$ cat src/rtl/ring_cnt_dispatcher.sv
// ring_cnt_dispatcher: queues count jobs and launches them one at a time on a ring counter,
// pulsing job_done_o per completion; optional RUN watchdog enabled by defining RCD_TIMEOUT_EN.
module ring_cnt_dispatcher #(
    parameter int CNT_W       = 8,
    parameter int DEPTH       = 4,
    parameter int TIMEOUT_CYC = 1024
) (
    input  logic                     clk,
    input  logic                     rst,
    input  logic                     cmd_valid_i,
    input  logic [CNT_W-1:0]         cmd_cnt_i,
    output logic                     cmd_ready_o,
    output logic                     cnt_en_o,
    output logic [CNT_W-1:0]         cnt_num_o,
    input  logic                     cnt_done_i,
    output logic                     job_done_o,
    output logic                     busy_o,
    output logic [$clog2(DEPTH):0]   fifo_level_o,
    output logic                     timeout_err_o
);
    localparam int AW = $clog2(DEPTH);

    typedef enum logic [1:0] {IDLE, RUN, GAP} state_t;

    state_t           state_q;
    logic [CNT_W-1:0] mem_q [DEPTH];
    logic [AW-1:0]    wr_ptr_q, wr_ptr_d;
    logic [AW-1:0]    rd_ptr_q, rd_ptr_d;
    logic [AW:0]      level_q, level_d;
    logic             cnt_en_q;
    logic [CNT_W-1:0] cnt_num_q;
    logic             job_done_q;
    logic             full, empty, push, pop, timeout_hit;
    logic [CNT_W-1:0] head;

    assign full  = (level_q == (AW+1)'(DEPTH));
    assign empty = (level_q == '0);
    assign push  = cmd_valid_i && !full;
    assign pop   = (state_q == IDLE) && !empty;
    assign head  = mem_q[rd_ptr_q];

    always_comb begin
        wr_ptr_d = push ? wr_ptr_q + AW'(1) : wr_ptr_q;
        rd_ptr_d = pop  ? rd_ptr_q + AW'(1) : rd_ptr_q;
        level_d  = level_q;
        case ({push, pop})
            2'b10:   level_d = level_q + (AW+1)'(1);
            2'b01:   level_d = level_q - (AW+1)'(1);
            default: level_d = level_q;
        endcase
    end

    always_ff @(posedge clk) begin
        if (push) begin
            mem_q[wr_ptr_q] <= cmd_cnt_i;
        end
    end

    always_ff @(posedge clk or posedge rst) begin
        if (rst) begin
            wr_ptr_q <= '0;
            rd_ptr_q <= '0;
            level_q  <= '0;
        end else begin
            wr_ptr_q <= wr_ptr_d;
            rd_ptr_q <= rd_ptr_d;
            level_q  <= level_d;
        end
    end

    // Zero-length jobs complete straight from IDLE without touching the counter.
    always_ff @(posedge clk or posedge rst) begin
        if (rst) begin
            state_q    <= IDLE;
            cnt_en_q   <= 1'b0;
            cnt_num_q  <= '0;
            job_done_q <= 1'b0;
        end else begin
            job_done_q <= 1'b0;
            case (state_q)
                IDLE: begin
                    if (!empty) begin
                        if (head != '0) begin
                            cnt_num_q <= head;
                            cnt_en_q  <= 1'b1;
                            state_q   <= RUN;
                        end else begin
                            job_done_q <= 1'b1;
                        end
                    end
                end
                RUN: begin
                    if (cnt_done_i) begin
                        cnt_en_q   <= 1'b0;
                        job_done_q <= 1'b1;
                        state_q    <= GAP;
                    end else if (timeout_hit) begin
                        cnt_en_q <= 1'b0;
                        state_q  <= GAP;
                    end
                end
                GAP:     state_q <= IDLE;
                default: state_q <= IDLE;
            endcase
        end
    end

`ifdef RCD_TIMEOUT_EN
    localparam int TW = $clog2(TIMEOUT_CYC + 1);

    logic [TW-1:0] run_cyc_q;
    logic          timeout_err_q;

    // The count restarts every time RUN is entered; a simultaneous done wins over the timeout.
    assign timeout_hit = (state_q == RUN) && !cnt_done_i && (run_cyc_q == TW'(TIMEOUT_CYC - 1));

    always_ff @(posedge clk or posedge rst) begin
        if (rst) begin
            run_cyc_q     <= '0;
            timeout_err_q <= 1'b0;
        end else begin
            if (state_q != RUN) begin
                run_cyc_q <= '0;
            end else if (!timeout_hit) begin
                run_cyc_q <= run_cyc_q + TW'(1);
            end
            if (timeout_hit) begin
                timeout_err_q <= 1'b1;
            end
        end
    end

    assign timeout_err_o = timeout_err_q;
`else
    assign timeout_hit   = 1'b0;
    // Without the watchdog the limit is meaningless; this expression is constant 0.
    assign timeout_err_o = (TIMEOUT_CYC < 0);
`endif

    assign cmd_ready_o  = !full;
    assign cnt_en_o     = cnt_en_q;
    assign cnt_num_o    = cnt_num_q;
    assign job_done_o   = job_done_q;
    assign busy_o       = (state_q != IDLE) || !empty;
    assign fifo_level_o = level_q;

endmodule

$ cat config.mk
export PLATFORM = sky130hd
export DESIGN_NAME = ring_cnt_dispatcher
export DESIGN_NICKNAME = d
export VERILOG_FILES = /design/src/rtl/ring_cnt_dispatcher.sv
export SDC_FILE = /design/constraint.sdc
export NUM_CORES = 1
export LEC_CHECK = 0
export ABC_AREA = 1
export CAP_MARGIN = 40
export CORE_ASPECT_RATIO = 1.4
export CORE_MARGIN = 5
export CORE_UTILIZATION = 58
export CTS_CLUSTER_DIAMETER = 120
export CTS_CLUSTER_SIZE = 30
export DETAILED_ROUTE_END_ITERATION = 8
export PLACE_DENSITY = 0.83
export SLEW_MARGIN = 30
export SYNTH_ARGS = -nofsm -noshare
export SYNTH_HDL_FRONTEND = slang
export SYNTH_SLANG_ARGS = --single-unit
$ cat constraint.sdc
create_clock -name clk -period 4.6 [get_ports clk]
set_input_delay 0.46 -clock clk [delete_from_list [all_inputs] [get_ports clk]]
set_output_delay 0.46 -clock clk [all_outputs]
set_load 0.05 [all_outputs]
# [Yosys cells after proc, flatten, opt, wreduce, memory -nomap -nowiden]
# Memory sizes are Yosys's and may differ from the RTL's.
# Cells that the tools add are included.
[word_totals] mem_count=1 latchBits=0 reg_bits=19 out_inout_bits=16 romBits=0 input_bits=12 wordCells=49 ram_bits=32
[mem_list] name="mem_q" words=4 width=8 read_ports=1 rd_clocked_by_memory_dff=0 write_ports=1 line_no="26" text="logic [CNT_W-1:0] mem_q [DEPTH];"
[classes] n_mul=0 mux=15 n_lt_le_gt_ge=0 shift=0 n_bitwise=1 n_eq_ne=7 reduce_logical=14 n_div=0 n_addsub=4
[ops] op="2-to-1 mux 1 bit" count=8
[ops] op="nonzero test 8 bit" count=1
[ops] op="2-to-1 mux 2 bit" count=3
[ops] op="case mux 3 bit (2 select lines)" count=1
[ops] op="AND reduction 3 bit" count=2
[ops] op="nonzero test 2 bit" count=3
[ops] op="adder 2 x 1 -> 2 bit (second input constant)" count=2
[ops] op="equality test 2 x 1 -> 1 bit (second input constant)" count=2
[ops] op="!= test 2 bit (second input constant)" count=2
[ops] op="case mux 1 bit (2 select lines)" count=2
[ops] op="case mux 2 bit (2 select lines)" count=1
[ops] op="AND reduction 4 bit" count=1
[ops] op="adder 3 x 1 -> 3 bit (second input constant)" count=1
[ops] op="equality test 3 bit (second input constant)" count=1
[ops] op="logical NOT 3 bit" count=1
[ops] op="subtractor 3 x 1 -> 3 bit (second input constant)" count=1
[ops] op="equality test 2 bit (second input constant)" count=1
[ops] op="logical AND 1 bit" count=2
[ops] op="logical NOT 1 bit" count=2
[ops] op="logical NOT 2 bit" count=1
[ops] op="!= test 2 x 1 -> 1 bit (second input constant)" count=1
[ops] op="logical OR 1 bit" count=1
[ops] op="NOT 1 bit" count=1

# [Depth between registers and ports, before layout]
[depth] ltp_word=5 ltp_mapped=12 ltp_nobuf=10

# [Worst setup path after synthesis]
# No wires, ideal clock.
[synth_timing] path_type="flip-flop to flip-flop" from="reg level_q[2] (netlist: fifo_level_o[2])" to="reg level_q[2] (netlist: fifo_level_o[2])" stages_incl_launch_ff=9 required_time_ns=4.458 n_path_buf=0 arrival_ns=2.530 path_slack_ns=1.928 setup_time_ns=0.142 period_less_slack_ns=2.672 path_cell_list="dfrtp_1 nand3_1 nand2_1 ha_1 inv_1 fa_1 a21oi_1 o21ai_0 xnor2_1"
[synth_via] elab_chain_len=5 elab_cells_between_ends=12 cone_classes="add/sub: 2; eq/ne: 3; mux: 1; reduce/logical: 6"
[synth_lines] element="start, declared" line_no="29" text="logic [AW:0] level_q, level_d;"
[synth_lines] element="start signal, assigned" line_no="67" text="level_q <= level_d;"
[synth_lines] element="equality test 3 bit *" line_no="36" text="assign full = (level_q == (AW+1)'(DEPTH));"
[synth_lines] element="logical NOT 1 bit *"
[synth_lines] element="named net cmd_ready_o" line_no="12" text="output logic cmd_ready_o,"
[synth_lines] element="logical AND 1 bit *" line_no="38" text="assign push = cmd_valid_i && !full;"
[synth_lines] element="equality test 2 x 1 -> 1 bit or equality test 2 bit (tied branches)" line_no="46" text="case ({push, pop})"
[synth_lines] element="case mux 3 bit (2 select lines) or nonzero test 2 bit (tied branches)"
# Mark *: on every way through the listed nets, which the timed path passes. The rest lies on a longest branch.
# A chain may end at the register's enable or synchronous reset.

# [Worst setup path in the final report]
[layout_timing] from="reg level_q[0] (netlist: fifo_level_o[0])" to="out busy_o"
[layout_via] elab_chain_len=3
[layout_lines] element="logical NOT 3 bit" line_no="37" text="assign empty = (level_q == '0);"
[layout_lines] element="logical NOT 1 bit" line_no="144" text="assign busy_o = (state_q != IDLE) || !empty;"
[layout_lines] element="logical OR 1 bit" line_no="144"
[layout_lines] element="end, declared" line_no="17" text="output logic busy_o,"
# No other way between the ends.

==> summary.md <==
| Metric | Value |
|---|---|
| Result of the run | `finished clean` |
| Critical Path Fanout Max | `4` |
| Met3 Usage GRT | `3.73%` |
| M2 GR Usage | `between 20% and 30%` |
| Number of hold violations in the final report | `0` |
| Number of buffers added to fix hold violations after cts | `0` |
| Commonest cells after routing, fill and taps aside | `sky130_fd_sc_hd__nand2_1, sky130_fd_sc_hd__edfxtp_1, sky130_fd_sc_hd__clkdlybuf4s50_1, sky130_fd_sc_hd__dfrtp_1, sky130_fd_sc_hd__nand3_1` |
| Main combinational cell family by area after synthesis | `simple AND/OR/NAND/NOR gates` |
| Post-layout net count | `approximately 240` |
| Sequential area share after synthesis | `66.6%` |
| Crit end category | `output port` |
| Routed WL | `3590 um` |
| Number of nets with antenna violations after routing | `0` |
| Required time worst endpoint | `4.14 ns` |
| Clock-pin transition on the worst setup and hold timing paths | `roughly 0.090 ns` |
| Congestion Overflow GR | `0` |
| Flops & latches, synth | `51` |
| Cell family contributing the most delay on the critical path | `buffers and inverters` |
| Max-cap violations | `0` |
| Min-delay worst type | `in -> async` |
| DRC Markers | `0` |
| Tot GR Track Use | `between 15 and 20%` |
| Syn Inst Count | `between 150 and 200` |
| Pin count of the biggest net entering global routing | `20` |
| Transition at the pin with the smallest max-transition slack | `between 0.7 and 0.8 ns` |
| Headroom to the max-slew limit | `47.4%` |
| Net count after synthesis | `209` |
| Startpoint type of the worst setup path | `flop` |
| Detailed Place HPWL | `2580 um` |
| Fraction of layout cells with a size suffix above 1 | `~6.8%` |
| Multiplexer area fraction after synthesis | `0%` |
| I/O pins | `28` |
| Setup repair after global routing missed its margin | `no` |
| Busiest layer in global routing | `met2` |
| Clock root cell | `sky130_fd_sc_hd__clkbuf_8` |
| Insertion delay to the later sink of the worst-skew pair | `0.30 ns` |
| Vias per inst | `roughly 5.2` |
| Routed wirelength normalized by instance count | `13.7 um` |
| TritonRoute pass-1 iters | `4` |
| Final setup violation count | `0` |
| CTS-repair resized insts | `0` |
| Post-synth cell types | `26` |
| Startpoint of the lowest-slack register-to-register path | `state_q[1]` |
| Source of the critical timing path | `fifo_level_o[0]` |
| Final standard cell count with taps included and fillers excluded | `262` |
| Category of the critical setup timing path | `reg -> out` |
| Overall Power | `between 0.0015 and 0.002 W` |
| Most common library cell in the layout ignoring fill and taps | `sky130_fd_sc_hd__nand2_1` |
| Fraction of the mapped netlist area in simple logic gates | `17.8%` |
| Number of clock sinks | `51` |
| Post-CTS Setup Bufs | `0` |
| CP max stage cell | `sky130_fd_sc_hd__clkdlybuf4s50_1` |
| Shortest clock period the worst path allows after layout | `about 2.2 ns` |
| Pwr Density | `735 nW/um^2` |
| Cells traversed along the worst timing path | `nor3_1, nand2_1, clkdlybuf4s50_1` |
| Fraction of the mapped netlist area in adder cells | `3.83%` |
| Max Freq | `0.447 GHz` |
| Core Box Area | `3610 um^2` |
| Via count | `1357` |
| Post-synthesis cell area | `2160 um^2` |
| Vias in the first global route | `1276` |
| CTS tree | `built` |
| Number of antenna violations at the first check in global routing | `0` |
| Area fraction in compound gates after synthesis | `3.95%` |
| # H-tree levels | `2` |
| Final slew viol count | `0` |
| Buffer levels on the longest clock path | `2` |
| Number of port buffers | `26` |
| Clock skew after layout | `0.0110 ns` |
| Total negative slack | `0 ns` |
| Average size of a mapped cell | `approximately 11 um^2` |
| Num CTS Buffers | `5` |
| Last weighted congestion value of the routability-driven placer | `0.800` |
| Reported leakage power | `1.04 nW` |
| Area growth from synthesis to final layout | `16.3%` |
| Buffers & Inverters on Critical Path | `1` |
| X dimension of the die | `61.5 um` |
| DIE HEIGHT | `82.1 um` |
| Global-route wire length before repair | `around 5700 um` |
| Highest cell delay on the worst timing path | `0.71 ns` |
| Xor/xnor share of the synthesized area | `2.03%` |
| Violation count after the first detailed-routing iteration | `75` |
| Arrival time of data at the critical path endpoint | `1.78 ns` |
| Effective utilization at floorplan | `59.7%` |
| Count of placed standard cells including taps | `253` |
| Die area | `between 5000 and 6000 um^2` |
| Synthesis warning total | `0` |
| Peak supply drop | `0.502 mV` |
| Crit share post-route | `between 40 and 50%` |
| Antenna diode count | `0` |
| Number of cell rows | `26` |
| Fraction of met1 tracks used by global routing | `18.3%` |
==> sequential cells by signal, indices dropped and copies added, names as in the netlist <==
signal        cells
mem_q            32
cnt_num_o         8
fifo_level_o      3
rd_ptr_q          2
state_q           2
wr_ptr_q          2
cnt_en_o          1
job_done_o        1
==> cell type report <==
class / count / area [um^2]
inverter: 16 / 62.6
tap: 42 / 52.6
sequential: 51 / 1440
clock inverter: 2 / 7.51
multi-input combinational: 118 / 599
clock buffer: 6 / 72.6
timing repair buffer: 27 / 275
fill: 273 / 1100
==> cells by family (layout without fill, tap and decap cells) <==
| logic type | Yosys count | count (layout) |
|---|---|---|
| buffers and inverters | 22 | 51 |
| AOI/OAI and AO/OA | 14 | 14 |
| DFF | 51 | 51 |
| xor gates and xnor gates | 5 | 5 |
| other | 1 | 1 |
| and+or+nand+nor | 92 | 92 |
| adders and majority gates | 6 | 6 |
==> per-layer routing <==
metal  part of all wire, %  up-vias  wire, um
li1                      -      680         -
met1                    40      641      1430
met2                    54       31      1930
met3                   4.7        5       169
met4                   1.7        0        61
met5                     0        -         0
==> synth_stat cells <==
master	count	area, um^2
sky130_fd_sc_hd__o21ai_1	6	30.0
sky130_fd_sc_hd__nor3_1	1	5.00
sky130_fd_sc_hd__nand3_1	18	90.1
sky130_fd_sc_hd__o21ai_0	3	15.0
sky130_fd_sc_hd__ha_1	5	62.6
sky130_fd_sc_hd__edfxtp_1	32	961
sky130_fd_sc_hd__dfrtp_1	19	475
sky130_fd_sc_hd__inv_4	1	6.26
sky130_fd_sc_hd__nor2_2	2	12.5
sky130_fd_sc_hd__conb_1	1	3.75
sky130_fd_sc_hd__xor2_1	3	26.3
sky130_fd_sc_hd__buf_8	1	15.0
sky130_fd_sc_hd__o31ai_2	1	12.5
sky130_fd_sc_hd__nand2_1	61	229
sky130_fd_sc_hd__nand2_2	1	6.26
sky130_fd_sc_hd__buf_2	1	5.00
sky130_fd_sc_hd__fa_1	1	20.0
sky130_fd_sc_hd__buf_6	2	22.5
sky130_fd_sc_hd__a21oi_1	2	10.0
sky130_fd_sc_hd__inv_1	14	52.6
sky130_fd_sc_hd__o21ai_2	2	17.5
sky130_fd_sc_hd__inv_2	1	3.75
sky130_fd_sc_hd__nand2_4	1	11.3
sky130_fd_sc_hd__buf_4	2	15.0
sky130_fd_sc_hd__xnor2_1	2	17.5
sky130_fd_sc_hd__nor2_1	8	30.0
==> stage by stage <==
stage | worst slack, ns | hold slack, ns | util, % | cell area (um^2)
after detailed placement | 2.35 | 0.474 | 66.8 | 2410
final | 2.36 | 0.384 | 69.4 | 2510
after CTS | 2.35 | 0.494 | 69.0 | 2490
after global routing | 2.23 | 0.401 | 69.4 | 2510
after global placement | 2.41 | 0.455 | 66.8 | 2410
after floorplan | 1.93 | 0.411 | - | 2160
==> where the power goes <==
group	total [W]	internal, W	switching, W
Clock	0.000235	0.000104	0.000131
Combinational	0.000872	0.000285	0.000586
Sequential	0.000736	0.000637	0.0000995
Total	0.00184	0.00103	0.000817
==> worst paths after layout <==
check / to / slack [ns] / cells after the start
worst min-delay path: fifo_level_o[1] / 0.38 / 2
worst max register to register: fifo_level_o[2] / 2.39 / 9
worst max-delay path: busy_o / 2.36 / 3
worst min register to register: cnt_num_o[6] / 0.49 / 2
max in group asynchronous: cnt_num_o[0] / 3.84 / 3
min in group clk: cnt_num_o[6] / 0.49 / 2
==> worst reg2reg max path, stage by stage (launching register included) <==
cell and delay, ns:
sky130_fd_sc_hd__dfrtp_1 0.41, sky130_fd_sc_hd__nor2_1 0.17, sky130_fd_sc_hd__inv_1 0.06, sky130_fd_sc_hd__nor2_1 0.39, sky130_fd_sc_hd__ha_1 0.24, sky130_fd_sc_hd__inv_1 0.06
sky130_fd_sc_hd__fa_1 0.38, sky130_fd_sc_hd__a21oi_1 0.14, sky130_fd_sc_hd__o21ai_0 0.12, sky130_fd_sc_hd__xnor2_1 0.14
No activity file was read; power rests on OpenSTA's default activity.
